==> src/rtl/mem_arbiter_pkg.sv <==
// Shared encodings for the data-RAM arbiter: FSM states, master ids and lock counter width.
package mem_arbiter_pkg;

  typedef enum logic [1:0] {
    S_IDLE = 2'b00,
    S_CPU  = 2'b01,
    S_DBG  = 2'b10
  } state_e;

  localparam logic M_CPU = 1'b0;
  localparam logic M_DBG = 1'b1;

  // Wide enough for the largest allowed lock limit (255).
  localparam int unsigned LOCK_CW = 8;

endpackage

==> src/rtl/mem_arbiter_lock_timer.sv <==
// Saturating count of debug grants taken under dbg_lock; tc_c flags that the limit is reached.
module mem_arbiter_lock_timer
  import mem_arbiter_pkg::*;
#(
  parameter int unsigned MAX_LOCK = 16
) (
  input  logic clk,
  input  logic i_rst,
  input  logic clr,
  input  logic inc,
  output logic tc_c
);

  logic [LOCK_CW-1:0] cnt_q, cnt_d;

  // Clear wins over increment; the count never passes the limit.
  always_comb begin
    cnt_d = cnt_q;
    if (clr) begin
      cnt_d = '0;
    end else if (inc && (cnt_q < LOCK_CW'(MAX_LOCK))) begin
      cnt_d = cnt_q + LOCK_CW'(1);
    end
  end

  always_ff @(posedge clk or posedge i_rst) begin
    if (i_rst) begin
      cnt_q <= '0;
    end else begin
      cnt_q <= cnt_d;
    end
  end

  assign tc_c = (cnt_q >= LOCK_CW'(MAX_LOCK));

endmodule

==> src/rtl/mem_arbiter.sv <==
// Round-robin arbiter sharing the single-port data RAM between the CPU and the debug/loader port,
// with an optional debug bus lock bounded by a grant-count timeout.
module mem_arbiter
  import mem_arbiter_pkg::*;
#(
  parameter int unsigned AW       = 8,
  parameter int unsigned DW       = 8,
  parameter int unsigned MAX_LOCK = 16
) (
  input  logic          clk,
  input  logic          i_rst,
  input  logic          cpu_req,
  input  logic          cpu_we,
  input  logic [AW-1:0] cpu_addr,
  input  logic [DW-1:0] cpu_wdata,
  output logic          cpu_gnt,
  output logic          cpu_rvalid,
  input  logic          dbg_req,
  input  logic          dbg_we,
  input  logic [AW-1:0] dbg_addr,
  input  logic [DW-1:0] dbg_wdata,
  input  logic          dbg_lock,
  output logic          dbg_gnt,
  output logic          dbg_rvalid,
  output logic [DW-1:0] rdata,
  output logic [AW-1:0] mem_addr,
  output logic [DW-1:0] mem_wdata,
  output logic          mem_we,
  input  logic [DW-1:0] mem_rdata,
  output logic          lock_expired
);

  state_e        state_q, state_d;
  logic          last_q, last_d;
  logic [AW-1:0] mem_addr_q, mem_addr_d;
  logic [DW-1:0] mem_wdata_q, mem_wdata_d;
  logic          mem_we_q, mem_we_d;
  logic          cpu_rvalid_q, cpu_rvalid_d;
  logic          dbg_rvalid_q, dbg_rvalid_d;
  logic          lock_expired_q, lock_expired_d;
  logic          lock_tc_c, lock_clr, lock_inc, lock_hold, lock_force;
  logic          cpu_elig, dbg_elig;

  mem_arbiter_lock_timer #(
    .MAX_LOCK(MAX_LOCK)
  ) u_lock_timer (
    .clk  (clk),
    .i_rst(i_rst),
    .clr  (lock_clr),
    .inc  (lock_inc),
    .tc_c (lock_tc_c)
  );

  // Arbitration: the master granted this cycle is never eligible for the next one.
  always_comb begin
    state_d        = S_IDLE;
    last_d         = last_q;
    mem_addr_d     = mem_addr_q;
    mem_wdata_d    = mem_wdata_q;
    mem_we_d       = 1'b0;
    lock_expired_d = 1'b0;

    lock_clr   = !dbg_lock || (state_q == S_CPU);
    lock_inc   = dbg_lock && (state_q == S_DBG);
    lock_hold  = dbg_lock && !lock_tc_c;
    cpu_elig   = cpu_req && (state_q != S_CPU) && !lock_hold;
    dbg_elig   = dbg_req && (state_q != S_DBG);
    lock_force = dbg_lock && lock_tc_c && cpu_elig;

    if (lock_force) begin
      state_d = S_CPU;
    end else if (cpu_elig && dbg_elig) begin
      state_d = (last_q == M_CPU) ? S_DBG : S_CPU;
    end else if (cpu_elig) begin
      state_d = S_CPU;
    end else if (dbg_elig) begin
      state_d = S_DBG;
    end

    // RAM controls are registered so they line up with the grant cycle.
    case (state_d)
      S_CPU: begin
        last_d         = M_CPU;
        mem_addr_d     = cpu_addr;
        mem_wdata_d    = cpu_wdata;
        mem_we_d       = cpu_we;
        lock_expired_d = lock_force;
      end
      S_DBG: begin
        last_d      = M_DBG;
        mem_addr_d  = dbg_addr;
        mem_wdata_d = dbg_wdata;
        mem_we_d    = dbg_we;
      end
      default: ;
    endcase

    cpu_rvalid_d = (state_q == S_CPU) && !mem_we_q;
    dbg_rvalid_d = (state_q == S_DBG) && !mem_we_q;
  end

  always_ff @(posedge clk or posedge i_rst) begin
    if (i_rst) begin
      state_q        <= S_IDLE;
      last_q         <= M_CPU;
      mem_addr_q     <= '0;
      mem_wdata_q    <= '0;
      mem_we_q       <= 1'b0;
      cpu_rvalid_q   <= 1'b0;
      dbg_rvalid_q   <= 1'b0;
      lock_expired_q <= 1'b0;
    end else begin
      state_q        <= state_d;
      last_q         <= last_d;
      mem_addr_q     <= mem_addr_d;
      mem_wdata_q    <= mem_wdata_d;
      mem_we_q       <= mem_we_d;
      cpu_rvalid_q   <= cpu_rvalid_d;
      dbg_rvalid_q   <= dbg_rvalid_d;
      lock_expired_q <= lock_expired_d;
    end
  end

  assign cpu_gnt      = (state_q == S_CPU);
  assign dbg_gnt      = (state_q == S_DBG);
  assign cpu_rvalid   = cpu_rvalid_q;
  assign dbg_rvalid   = dbg_rvalid_q;
  assign mem_addr     = mem_addr_q;
  assign mem_wdata    = mem_wdata_q;
  assign mem_we       = mem_we_q;
  assign lock_expired = lock_expired_q;
  assign rdata        = mem_rdata;

endmodule

==> config.mk <==
export PLATFORM = sky130hd
export DESIGN_NAME = mem_arbiter
export DESIGN_NICKNAME = d
export VERILOG_FILES = /design/src/rtl/mem_arbiter_pkg.sv /design/src/rtl/mem_arbiter_lock_timer.sv /design/src/rtl/mem_arbiter.sv
export SDC_FILE = /design/constraint.sdc
export NUM_CORES = 1
export LEC_CHECK = 0
export CAP_MARGIN = 15
export CORE_ASPECT_RATIO = 0.8
export CORE_MARGIN = 3
export CORE_UTILIZATION = 40
export DETAILED_ROUTE_END_ITERATION = 6
export PLACE_DENSITY = 0.77
export SYNTH_ARGS = -nofsm -noshare
export SYNTH_HDL_FRONTEND = slang
export SYNTH_HIERARCHICAL = 1
export SYNTH_SLANG_ARGS = --single-unit
==> constraint.sdc <==
create_clock -name clk -period 2.8 [get_ports clk]
set_clock_uncertainty 0.2 [all_clocks]
set_input_delay 0.7 -clock clk [delete_from_list [all_inputs] [get_ports clk]]
set_output_delay 0.7 -clock clk [all_outputs]
set_load 0.02 [all_outputs]
# After elaboration in Yosys (flattened, before gate mapping)
# Index checks and enable logic that the tools add are counted.
classes:
  n_addsub: 1
  multipliers: 0
  div_mod_pow: 0
  magnitude_cmp: 2
  eq_ne: 6
  shift: 0
  mux: 12
  n_bitwise: 0
  n_reduce_logical: 18
op_table:
  columns: ["op", "count"]
  rows:
  - ["$pmux W8 S2", 2]
  - ["$mux W8", 2]
  - ["$logic_and A1 B1 Y1", 11]
  - ["$mux W2", 5]
  - ["$add A8 B1 Y8 const B", 1]
  - ["$ge A8 B5 Y1 const B", 1]
  - ["$lt A8 B5 Y1 const B", 1]
  - ["$eq A2 B1 Y1 const B", 2]
  - ["$eq A2 B2 Y1 const B", 2]
  - ["$logic_not A1 Y1", 4]
  - ["$pmux W1 S2", 2]
  - ["$reduce_bool A2 Y1", 2]
  - ["$ne A2 B1 Y1 const B", 1]
  - ["$ne A2 B2 Y1 const B", 1]
  - ["$logic_or A1 B1 Y1", 1]
  - ["$mux W1", 1]
word_totals:
  reg_bits: 31
  latch_bits: 0
  ram_bits: 0
  rom_bits: 0
  in_bits: 47
  output_inout_bits: 30
  word_cells: 48
  mem_count: 0

# Logic depth before layout (Yosys ltp)
# Gate-level depths: netlist of run 1.
logic_depth:
  word_depth: 10
  depth_mapped: 9
  mapped_depth_nobuf: 7

# Modules after synthesis
# The synthesis of run 1 kept the hierarchy.
by_module_without_submodules:
  columns: ["mod", "instances", "cells_per_inst", "area_per_inst_um2", "seq_area_each_um2"]
  rows:
  - ["mem_arbiter", 1, 110, 1157.4, 575.6]
  - ["mem_arbiter_lock_timer", 1, 37, 390.4, 200.2]

# Worst setup path after synthesis of run 1
# Ideal clock, no wire load.
synth_timing:
  path_kind: "register to register"
  from: "register u_lock_timer.cnt_q[7]"
  to: "register mem_wdata_q[2], in the netlist mem_wdata[2]"
  setup_time_ns: 0.120
  arrival_ns: 1.891
  required_ns: 2.480
  setup_slack_ns: 0.589
  path_stages_with_launch: 10
  n_path_buf: 2
  period_less_slack_ns: 2.211
  path_cell_list: "dfrtp_1 nor4_4 inv_2 mux2i_1 o211a_1 ha_1 buf_6 buf_12 mux2i_1 o21ai_2"
synth_between:
  elab_chain_len: 10
  word_cells_on_any_way: 15
  cone_classes: "1 x order compare; 2 x eq/ne; 4 x mux; 8 x reduce/logical"
synth_rtl:
  columns: ["element", "line_no", "source"]
  rows:
  - ["start, declared", "mem_arbiter_lock_timer.sv:14", "logic [LOCK_CW-1:0] cnt_q, cnt_d;"]
  - ["start signal, assigned", "mem_arbiter_lock_timer.sv:30", "cnt_q <= cnt_d;"]
  - ["$ge A8 B5 Y1 *", "mem_arbiter_lock_timer.sv:34", "assign tc_c = (cnt_q >= LOCK_CW'(MAX_LOCK));"]
  - ["net lock_tc_c", "mem_arbiter.sv:41", "logic lock_tc_c, lock_clr, lock_inc, lock_hold, lock_force;"]
  - ["$logic_not A1 Y1", "mem_arbiter.sv:65", "lock_hold = dbg_lock && !lock_tc_c;"]
  - ["$logic_and A1 B1 Y1", "mem_arbiter.sv:65", null]
  - ["$logic_not A1 Y1", "mem_arbiter.sv:66", "cpu_elig = cpu_req && (state_q != S_CPU) && !lock_hold;"]
  - ["$logic_and A1 B1 Y1", "mem_arbiter.sv:66", null]
  - ["$mux W2 or $logic_and A1 B1 Y1 (tied branches)", "mem_arbiter.sv:74, mem_arbiter.sv:72", null]
  - ["$mux W2", "mem_arbiter.sv:72", "end else if (cpu_elig && dbg_elig) begin"]
  - ["$mux W2 *", "mem_arbiter.sv:70", "if (lock_force) begin"]
  - ["net state_d[1]", "mem_arbiter.sv:33", "state_e state_q, state_d;"]
  - ["$eq A2 B2 Y1 or $eq A2 B1 Y1 (tied branches)", "mem_arbiter.sv:81", "case (state_d)"]
  - ["$pmux W8 S2 or $reduce_bool A2 Y1 (tied branches)", null, null]
  - ["end signal, assigned", "mem_arbiter.sv:116", "mem_wdata_q <= mem_wdata_d;"]
  - ["end, declared", "mem_arbiter.sv:36", "logic [DW-1:0] mem_wdata_q, mem_wdata_d;"]
# The timed path passes the listed nets; every way through them passes the cells marked *.
# A chain may end at the register's enable or synchronous reset.

# Worst setup path in the final report of run 1
layout_timing:
  from: "register state_q[0]"
  to: "output port dbg_gnt"
layout_between:
  elab_chain_len: 1
layout_rtl:
  columns: ["element", "line_no", "source"]
  rows:
  - ["start, declared", "mem_arbiter.sv:33", null]
  - ["start signal, assigned", "mem_arbiter.sv:113", "state_q <= state_d;"]
  - ["$eq A2 B2 Y1", "mem_arbiter.sv:125", "assign dbg_gnt = (state_q == S_DBG);"]
  - ["end, declared", "mem_arbiter.sv:23", "output logic dbg_gnt,"]
# Every way passes these cells.

==> results of run 1 <==
## layout make-up
| type | instances | share of cell area (%) |
|---|---|---|
| clock buffer | 6 | 3.27 |
| inverter | 7 | 1.19 |
| multi-input combinational | 94 | 28.5 |
| sequential | 31 | 35.0 |
| tap | 42 | 2.37 |
| timing repair buffer | 66 | 29.7 |
## state kept, by name, indices dropped and copies added (netlist names)
name                cells
lock_expired            1
u_lock_timer/cnt_q      8
mem_we                  1
state_q                 2
cpu_rvalid              1
last_q                  1
mem_addr                8
mem_wdata               8
dbg_rvalid              1
## cell usage after synthesis (all sizes together)
master,instances,share of area [%]
ha,4,3.2
buf,13,6.9
clkbuf,2,0.57
or4,1,0.49
a21oi,2,0.65
nand3,5,1.6
nor2,6,1.5
o21ai,17,5.7
inv,7,1.7
mux2,2,1.5
a31oi,1,0.40
a21o,2,0.97
dfrtp,31,50
nand2,19,4.6
and3,3,1.2
nand4,1,0.40
o211a,1,0.65
o211ai,1,0.49
a22oi,1,0.49
nor2b,5,2.0
mux2i,17,11
and2,2,0.81
nand2b,3,1.7
nor4,1,1.4
## stage by stage
step           cell area (sq um)  setup WS [ns]  total power, W  utilization (%)  instances
3_5_place_dp                2140          0.114         0.00114             60.1        240
2_1_floorplan               1550          0.589        0.000885                -        147
4_1_cts                     2220          0.262         0.00145             62.1        246
3_3_place_gp                2140          0.200         0.00113             60.1        240
5_1_grt                     2220          0.165         0.00152             62.1        246
6_report                    2220          0.272         0.00144             62.1        246
## layer usage
metal | wire, microns | vias to the layer above
met2 | 1980 | 44
li1 | - | 603
met3 | 196 | 4
met1 | 1410 | 593
met5 | 0 | -
met4 | 21 | 0
## cells by family (layout without fill, tap and decap cells)
group                    after synthesis  in the layout  synth area share, %
AND/OR/NAND/NOR                       46             46                 15.7
flip-flops                            31             31                 50.1
AO/OA/AOI/OAI                         25             25                 9.38
buffers and inverters                 22             79                 9.13
multiplexers                          19             19                 12.4
adder cells (fa/ha/maj)                4              4                 3.23
## cell usage in the layout (no fill, tap or decap), types with 2 or more instances in the layout
| cell type | count |
|---|---|
| sky130_fd_sc_hd__a21o_1 | 2 |
| sky130_fd_sc_hd__a21oi_1 | 2 |
| sky130_fd_sc_hd__and2_1 | 2 |
| sky130_fd_sc_hd__and3_1 | 3 |
| sky130_fd_sc_hd__buf_4 | 5 |
| sky130_fd_sc_hd__clkbuf_8 | 5 |
| sky130_fd_sc_hd__clkdlybuf4s50_1 | 60 |
| sky130_fd_sc_hd__dfrtp_1 | 31 |
| sky130_fd_sc_hd__ha_1 | 4 |
| sky130_fd_sc_hd__inv_1 | 6 |
| sky130_fd_sc_hd__mux2_2 | 2 |
| sky130_fd_sc_hd__mux2i_1 | 17 |
| sky130_fd_sc_hd__nand2_1 | 19 |
| sky130_fd_sc_hd__nand2b_1 | 2 |
| sky130_fd_sc_hd__nand3_1 | 5 |
| sky130_fd_sc_hd__nor2_1 | 6 |
| sky130_fd_sc_hd__nor2b_1 | 5 |
| sky130_fd_sc_hd__o21ai_0 | 9 |
| sky130_fd_sc_hd__o21ai_1 | 7 |
## where the power goes
part / total, W / internal (W) / switching [W]
combinational: 0.000541 / 0.000274 / 0.000267
clock: 0.000306 / 0.000165 / 0.000141
sequential: 0.000592 / 0.000538 / 0.0000547
total: 0.00144 / 0.000977 / 0.000462
## worst min-delay path by stage
stage                 from           to  cells after the start
5_1_grt             mem_we   cpu_rvalid                      1
2_1_floorplan       last_q       last_q                      1
6_report            mem_we   cpu_rvalid                      1
4_1_cts        mem_addr[4]  mem_addr[4]                      2
3_3_place_gp        mem_we   cpu_rvalid                      1
3_5_place_dp   mem_addr[4]  mem_addr[4]                      2
## worst max-delay path: stages, from the launching register on
cell and delay (ns):
sky130_fd_sc_hd__dfrtp_1 0.40, sky130_fd_sc_hd__nand2b_1 0.24, sky130_fd_sc_hd__inv_1 0.11, sky130_fd_sc_hd__clkdlybuf4s50_1 0.60
==> results.md, run 1 <==
- Registers take 776 sq um.
- The final worst-path cycle share is 90.3%.
- The met2 track demand over resource in global routing is 30.6%.
- The post-synthesis instance total is 147.
- The relative max-transition margin is 71.7%.
- Setup violations remaining at the end of the flow were counted as 0.
- The worst hold slack is 0.284 ns.
- The number of slew-limit violations in the final report is 0.
- Global routing finished with a remaining overflow of 0.
- STA classifies the critical path endpoint as an output port.
- The number of diodes is 0.
- In this run, synthesis produced a sequential element count of 31.
- The latest clock arrival within the worst-skew pair is 0.27 ns.
- The clock buffer count from CTS is 5.
- In the routed design, unresolved DRC markers number 0.
- Dividing the detail-routed via count by the number of cells gives 5.06.
- In this run the critical register-to-register path is captured at mem_wdata[6].
- The clock period minus final worst setup slack is 2.53 ns.
- The number of setup buffers added after CTS is 0.
- For the pin with the worst max-slew slack, the measured transition is 0.422 ns.
- The power per unit of standard cell area is 649 nW/um^2.
- After clock tree synthesis, the clock-pin slew on the worst setup and hold paths is 0.06 ns.
- The cell area after synthesis is 1550 sq um.
- The initial antenna violation count is 0.
- The initial standard-cell utilization of the core is 43.4%.
- The global-route wire length before repair is 5710 microns.
- The die height is 61.6 microns.
- Routability-driven placement finished with a final weighted congestion of 0.771.
- The root buffer cell chosen for the clock tree is sky130_fd_sc_hd__clkbuf_8.
- The type of element launching the critical path is a flop.
- The H-tree was split into 2 levels.
- The number of hold violations in the final report came to 0.
- The path class of the tightest hold or removal check is reg -> reg.
- The worst register-to-register path has a setup slack of 0.44 ns.
- Setup repair after global routing left no endpoint under its margin.
- In the global route stage, met3 resource usage came out at 4.73%.
- For this run, the top clock speed supported by timing is 396 MHz.
- After detailed routing, the average wire length per cell comes to 14.6 microns.
- The total wirelength of the detailed-routed design is 3600 microns.
- The number of global-route vias before repair is 1291.
- Detailed placement ended at an HPWL of 2840 microns.
- The number of nets at the end of the flow is 256.
- Summing over every cut layer, the via total after detailed routing is 1244.
- The total nets after synthesis is 198.
- The full die area is 4660 sq um.
- Entering global routing, the biggest net connects 29 pins.
- Port buffering added 60 buffers.
- The most critical setup path has its endpoint at dbg_gnt.
- The worst-case clock buffer depth is 2.
- The layer flagged by global routing as most heavily used is met2.
- The warning count from the yosys run is 6.
- The remaining antenna violation count after routing is 0.
- The number of I/O pins is 77.
- The number of DRC markers after the initial detailed-route iteration is 42.
- The most critical setup path has its startpoint at state_q[0].
- The floorplan has 19 rows.
- The number of fillers in the final layout is 282.
- The growth of design area from synthesis to finish is 43.2%.
- The tool flagged a number of max-cap violations equal to 0.
- The floorplan step set the die width to 75.5 microns.
- After synthesis, the mean cell area works out to 10.5 sq um.
- Data on the critical path is required at its endpoint by 1.90 ns.
- STA puts the critical path data arrival time at 1.63 ns.
- The multi-input combinational cells in the finished layout cover a total of 631 sq um.
- The routing usage on met1 is 18.2%.
- The length of the first detailed-routing pass in iterations is 4.
- The number of sinks handled by clock tree synthesis is 31.
- The worst ir drop on vdd is 354 uV.
- The setup TNS is 0 ns.
- Cells with a size suffix above 1 make up 8.33% of the layout.
- The startpoint of the lowest-slack register-to-register path is u_lock_timer/cnt_q[7].
- For this run, the total global-route usage over all layers was measured as 16.5%.
- TritonCTS built the clock tree.
- The share of the Yosys chip area taken by registers is 50.1%.
- The number of hold buffers added after CTS was 0.
- Along the worst path, the maximum fanout reaches 5.
- The leakage power is 1.02 nW.
- The core outline area is 3570 sq um.
- In this run, distinct cell masters in the synthesized netlist total 32.
- The flow ran to the end, and the final reports show no timing, DRC or antenna violations.
- The class of the most critical setup path is reg -> out.
- The number of gates resized after CTS was 0.
- The cell count of the worst reg-to-reg path is 8.
(Power assumes the default switching activity.)
==> run 2: changes to the inputs <==
--- a/config.mk
+++ b/config.mk
@@ -10,7 +10,7 @@
 export CORE_MARGIN = 3
 export CORE_UTILIZATION = 40
 export DETAILED_ROUTE_END_ITERATION = 6
-export PLACE_DENSITY = 0.77
+export PLACE_DENSITY = 0.84
 export SYNTH_ARGS = -nofsm -noshare
 export SYNTH_HDL_FRONTEND = slang
 export SYNTH_HIERARCHICAL = 1
==> constraint.sdc (replaced) <==
create_clock -name clk -period 2.4 [get_ports clk]
set_clock_uncertainty 0.2 [all_clocks]
set_input_delay 0.6 -clock clk [delete_from_list [all_inputs] [get_ports clk]]
set_output_delay 0.6 -clock clk [all_outputs]
set_load 0.02 [all_outputs]
==> results.md, run 2 (synthesis results as in run 1) <==
- The run finished with clean final reports.
- The setup slack of the critical path after layout is 0.141 ns (-0.131 ns).
- The power per unit of standard cell area came to 804 nW/um^2 (+24%).
- The length of the first detailed-routing pass in iterations is 4 (unchanged).
- The startpoint of the lowest-slack register-to-register path is u_lock_timer/cnt_q[7].
- The part of the total power dissipated in the clock network was 28.6% (+7.4 points).
- The latest clock arrival within the worst-skew pair is 0.28 ns (about the same).
- The number of DRC markers after the initial detailed-route iteration is 41 (-2.4%).
- The switching power is 0.000550 W (+19%).
- The core outline area was 3570 sq um (unchanged).
- The type of element launching the critical path is a flop.
- The timing startpoint of the critical path is state_q[1].
- The die boundary width was 75.5 microns (unchanged).
- The number of nets at the end of the flow is 258 (+0.78%).
- The library cells used most frequently in the layout, excluding fill and tap cells, are 59 x sky130_fd_sc_hd__clkdlybuf4s50_1, 31 x sky130_fd_sc_hd__dfrtp_1, 19 x sky130_fd_sc_hd__nand2_1, 17 x sky130_fd_sc_hd__mux2i_1, 9 x sky130_fd_sc_hd__o21ai_0.
- The number of maximum-capacitance violations came to 0 (unchanged).
- The number of cells after detailed placement is 242 (+0.83%).
- The total wirelength of the detailed-routed design is 3220 microns (-11%).
- The slowest cell on the critical path is sky130_fd_sc_hd__clkdlybuf4s50_1.
- The internal power is 0.00129 W (+32%).
- The global-route total usage across every layer is 15.2% (-1.4 points).
- The initial standard-cell utilization of the core is 43.4% (unchanged).
- After layout, the minimum clock period comes to 2.26 ns.
- The number of slew-limit violations in the final report is 0 (unchanged).
- The fraction of power spent switching nets is 29.9% (-2.2 points).
- The clock transition time at the flip-flop clock pins of the worst setup and hold paths is 0.07 ns (about the same).
- The total number of H-tree levels is 2 (unchanged).
- The setup slack at placement came to -0.141 ns (-0.255 ns).
- The cell family contributing the most delay on the critical path is buffers and inverters.
- The leakage power is 1.06 nW (+4.1%).
- The register-to-register path setup slack is 0.23 ns (-0.21 ns).
- The data arrival time of the critical path was 1.46 ns (-0.17 ns).
- The remaining routing DRC violations is 0 (unchanged).
- The delay of the slowest cell on the worst path is 0.59 ns (about the same).
- The number of buffers added for setup after CTS is 0 (unchanged).
- The critical register-to-register path endpoint is mem_wdata[2].
- The global-route wire length before repair is 5200 microns (-8.8%).
- TritonCTS built the clock tree.
- The number of hold violations in the final report was 0 (unchanged).
- The final weighted congestion in routability-driven placement is 0.843 (+9.4%).
- The endpoint required time on the critical path is 1.60 ns (-0.30 ns).
- Setup repair after global routing left no endpoint under its margin.
- The final worst-path cycle share is 94.1%.
- By startpoint and endpoint, the worst setup path is classified as reg -> out.
- The number of global-route vias before repair is 1188 (-8.0%).
- The cell count of the worst reg-to-reg path is 8 (unchanged).
- Traced cell by cell, the critical path runs through nand2b_4 -> inv_1 -> clkdlybuf4s50_1.
- The clock buffer count from CTS was 5 (unchanged).
- The slew at the pin closest to its max-slew limit came to 0.317 ns (-0.105 ns).
- The worst min-delay path class is reg -> reg.
- The count of hold buffers inserted by post-cts repair was 0 (unchanged).
- The full die area is 4660 sq um (unchanged).
- The largest fanout on the critical path is 5 (unchanged).
- The remaining antenna violation count after routing came to 0 (unchanged).
- The power after layout is 0.00184 W (+28%).
- The via density per instance came to 4.82 (-4.8%).
- The die height is 61.6 microns (unchanged).
- The combinational share of power was 34.2% (-3.4 points).
- STA classifies the critical path endpoint as an output port.
- The number of I/O pins is 77 (unchanged).
- The final setup violation count came to 0 (unchanged).
- The count of buffers from port buffering is 60 (unchanged).
- The origin of the worst min-delay path is mem_we.
- The number of core rows is 19 (unchanged).
- The relative max-transition margin was 78.8% (+7.2 points).
- The worst min-delay path endpoint is cpu_rvalid.
- The total via count after detailed routing is 1204 (-3.2%).
- The initial antenna violation count is 0 (unchanged).
- The worst hold slack is 0.256 ns (-0.0284 ns).
- The count of buffering cells on the critical path with inverters included is 2 (unchanged).
- The final non-filler cell total came to 250 (+1.6%).
- The total global routing overflow was 0 (unchanged).
- The worst-case clock buffer depth is 2 (unchanged).
- The worst ir drop on vdd is 581 uV (+64%).
- The post-route cell area is 2290 sq um (+3.2%).
- The number of instances on the worst hold path is 1 (unchanged).
- The number of diodes is 0 (unchanged).
- The share of post-route cells with drive strength above 1 is 10.6% (+2.2 points).
- The commonest non-fill, non-tap cell in the layout is sky130_fd_sc_hd__clkdlybuf4s50_1.
- The routed length per placed instance is 12.9 microns (-12%).
- The growth of design area from synthesis to finish is 47.8%.
- The half-perimeter wire length of the detailed placement result is 2470 microns (-13%).
- Static timing analysis puts the maximum clock frequency at 443 MHz.
- The pin count of the biggest net entering global routing is 34 (+17%).
- The sequential fraction of design power is 37.2% (-4.0 points).
- The number of sinks handled by clock tree synthesis was 31 (unchanged).
- The placed instance area is 2170 sq um (+1.3%).
- The root cell of the clock tree is sky130_fd_sc_hd__clkbuf_8.
[run 2: cell type report]
cell class	instances	area (sq um)
Clock buffer	6	82.6
Clock inverter	2	35.0
Fill cell	302	1280
Inverter	7	26.3
Multi-Input combinational cell	94	631
Sequential cell	31	776
Tap cell	42	52.6
Timing Repair Buffer	68	684
[run 2: what timing repair did]
item / in CTS / in global routing
gates resized for setup: 1 / 0
endpoints found under the setup margin: 1 / 0
hold endpoints to repair: 0 / 0
[run 2: stage by stage]
step                util [%]  setup TNS, ns
floorplan                  -              0
global placement        60.9          -1.27
detailed placement      60.9          -1.76
CTS                     64.1              0
global route            64.1              0
finish                  64.1              0
[run 2: power by group through the flow]
| stage | Combinational [W] | Sequential (W) | Clock, W |
|---|---|---|---|
| floorplan | 0.000227 | 0.000806 | 0 |
| global placement | 0.000631 | 0.000690 | 0 |
| detailed placement | 0.000640 | 0.000693 | 0 |
| CTS | 0.000639 | 0.000686 | 0.000541 |
| global route | 0.000692 | 0.000700 | 0.000554 |
| finish | 0.000630 | 0.000684 | 0.000526 |
[run 2: per-layer routing]
metal | routed length [microns] | GRT usage [%] | up-vias | share of wire, %
li1 | - | - | 606 | -
met1 | 1440 | 18.1 | 551 | 45
met2 | 1500 | 25.2 | 42 | 47
met3 | 225 | 5.38 | 5 | 7.0
met4 | 57 | 5.99 | 0 | 1.8
met5 | 0 | 0 | - | 0
[run 2: worst max path at each step]
stage	to	cells after the start	slack (ns)
after CTS	cpu_gnt	3	0.13
after floorplan	mem_wdata[2]	9	0.19
after global placement	mem_addr[1]	7	-0.11
final	cpu_gnt	3	0.14
after global routing	mem_addr[1]	8	0.04
after detailed placement	mem_wdata[5]	7	-0.14
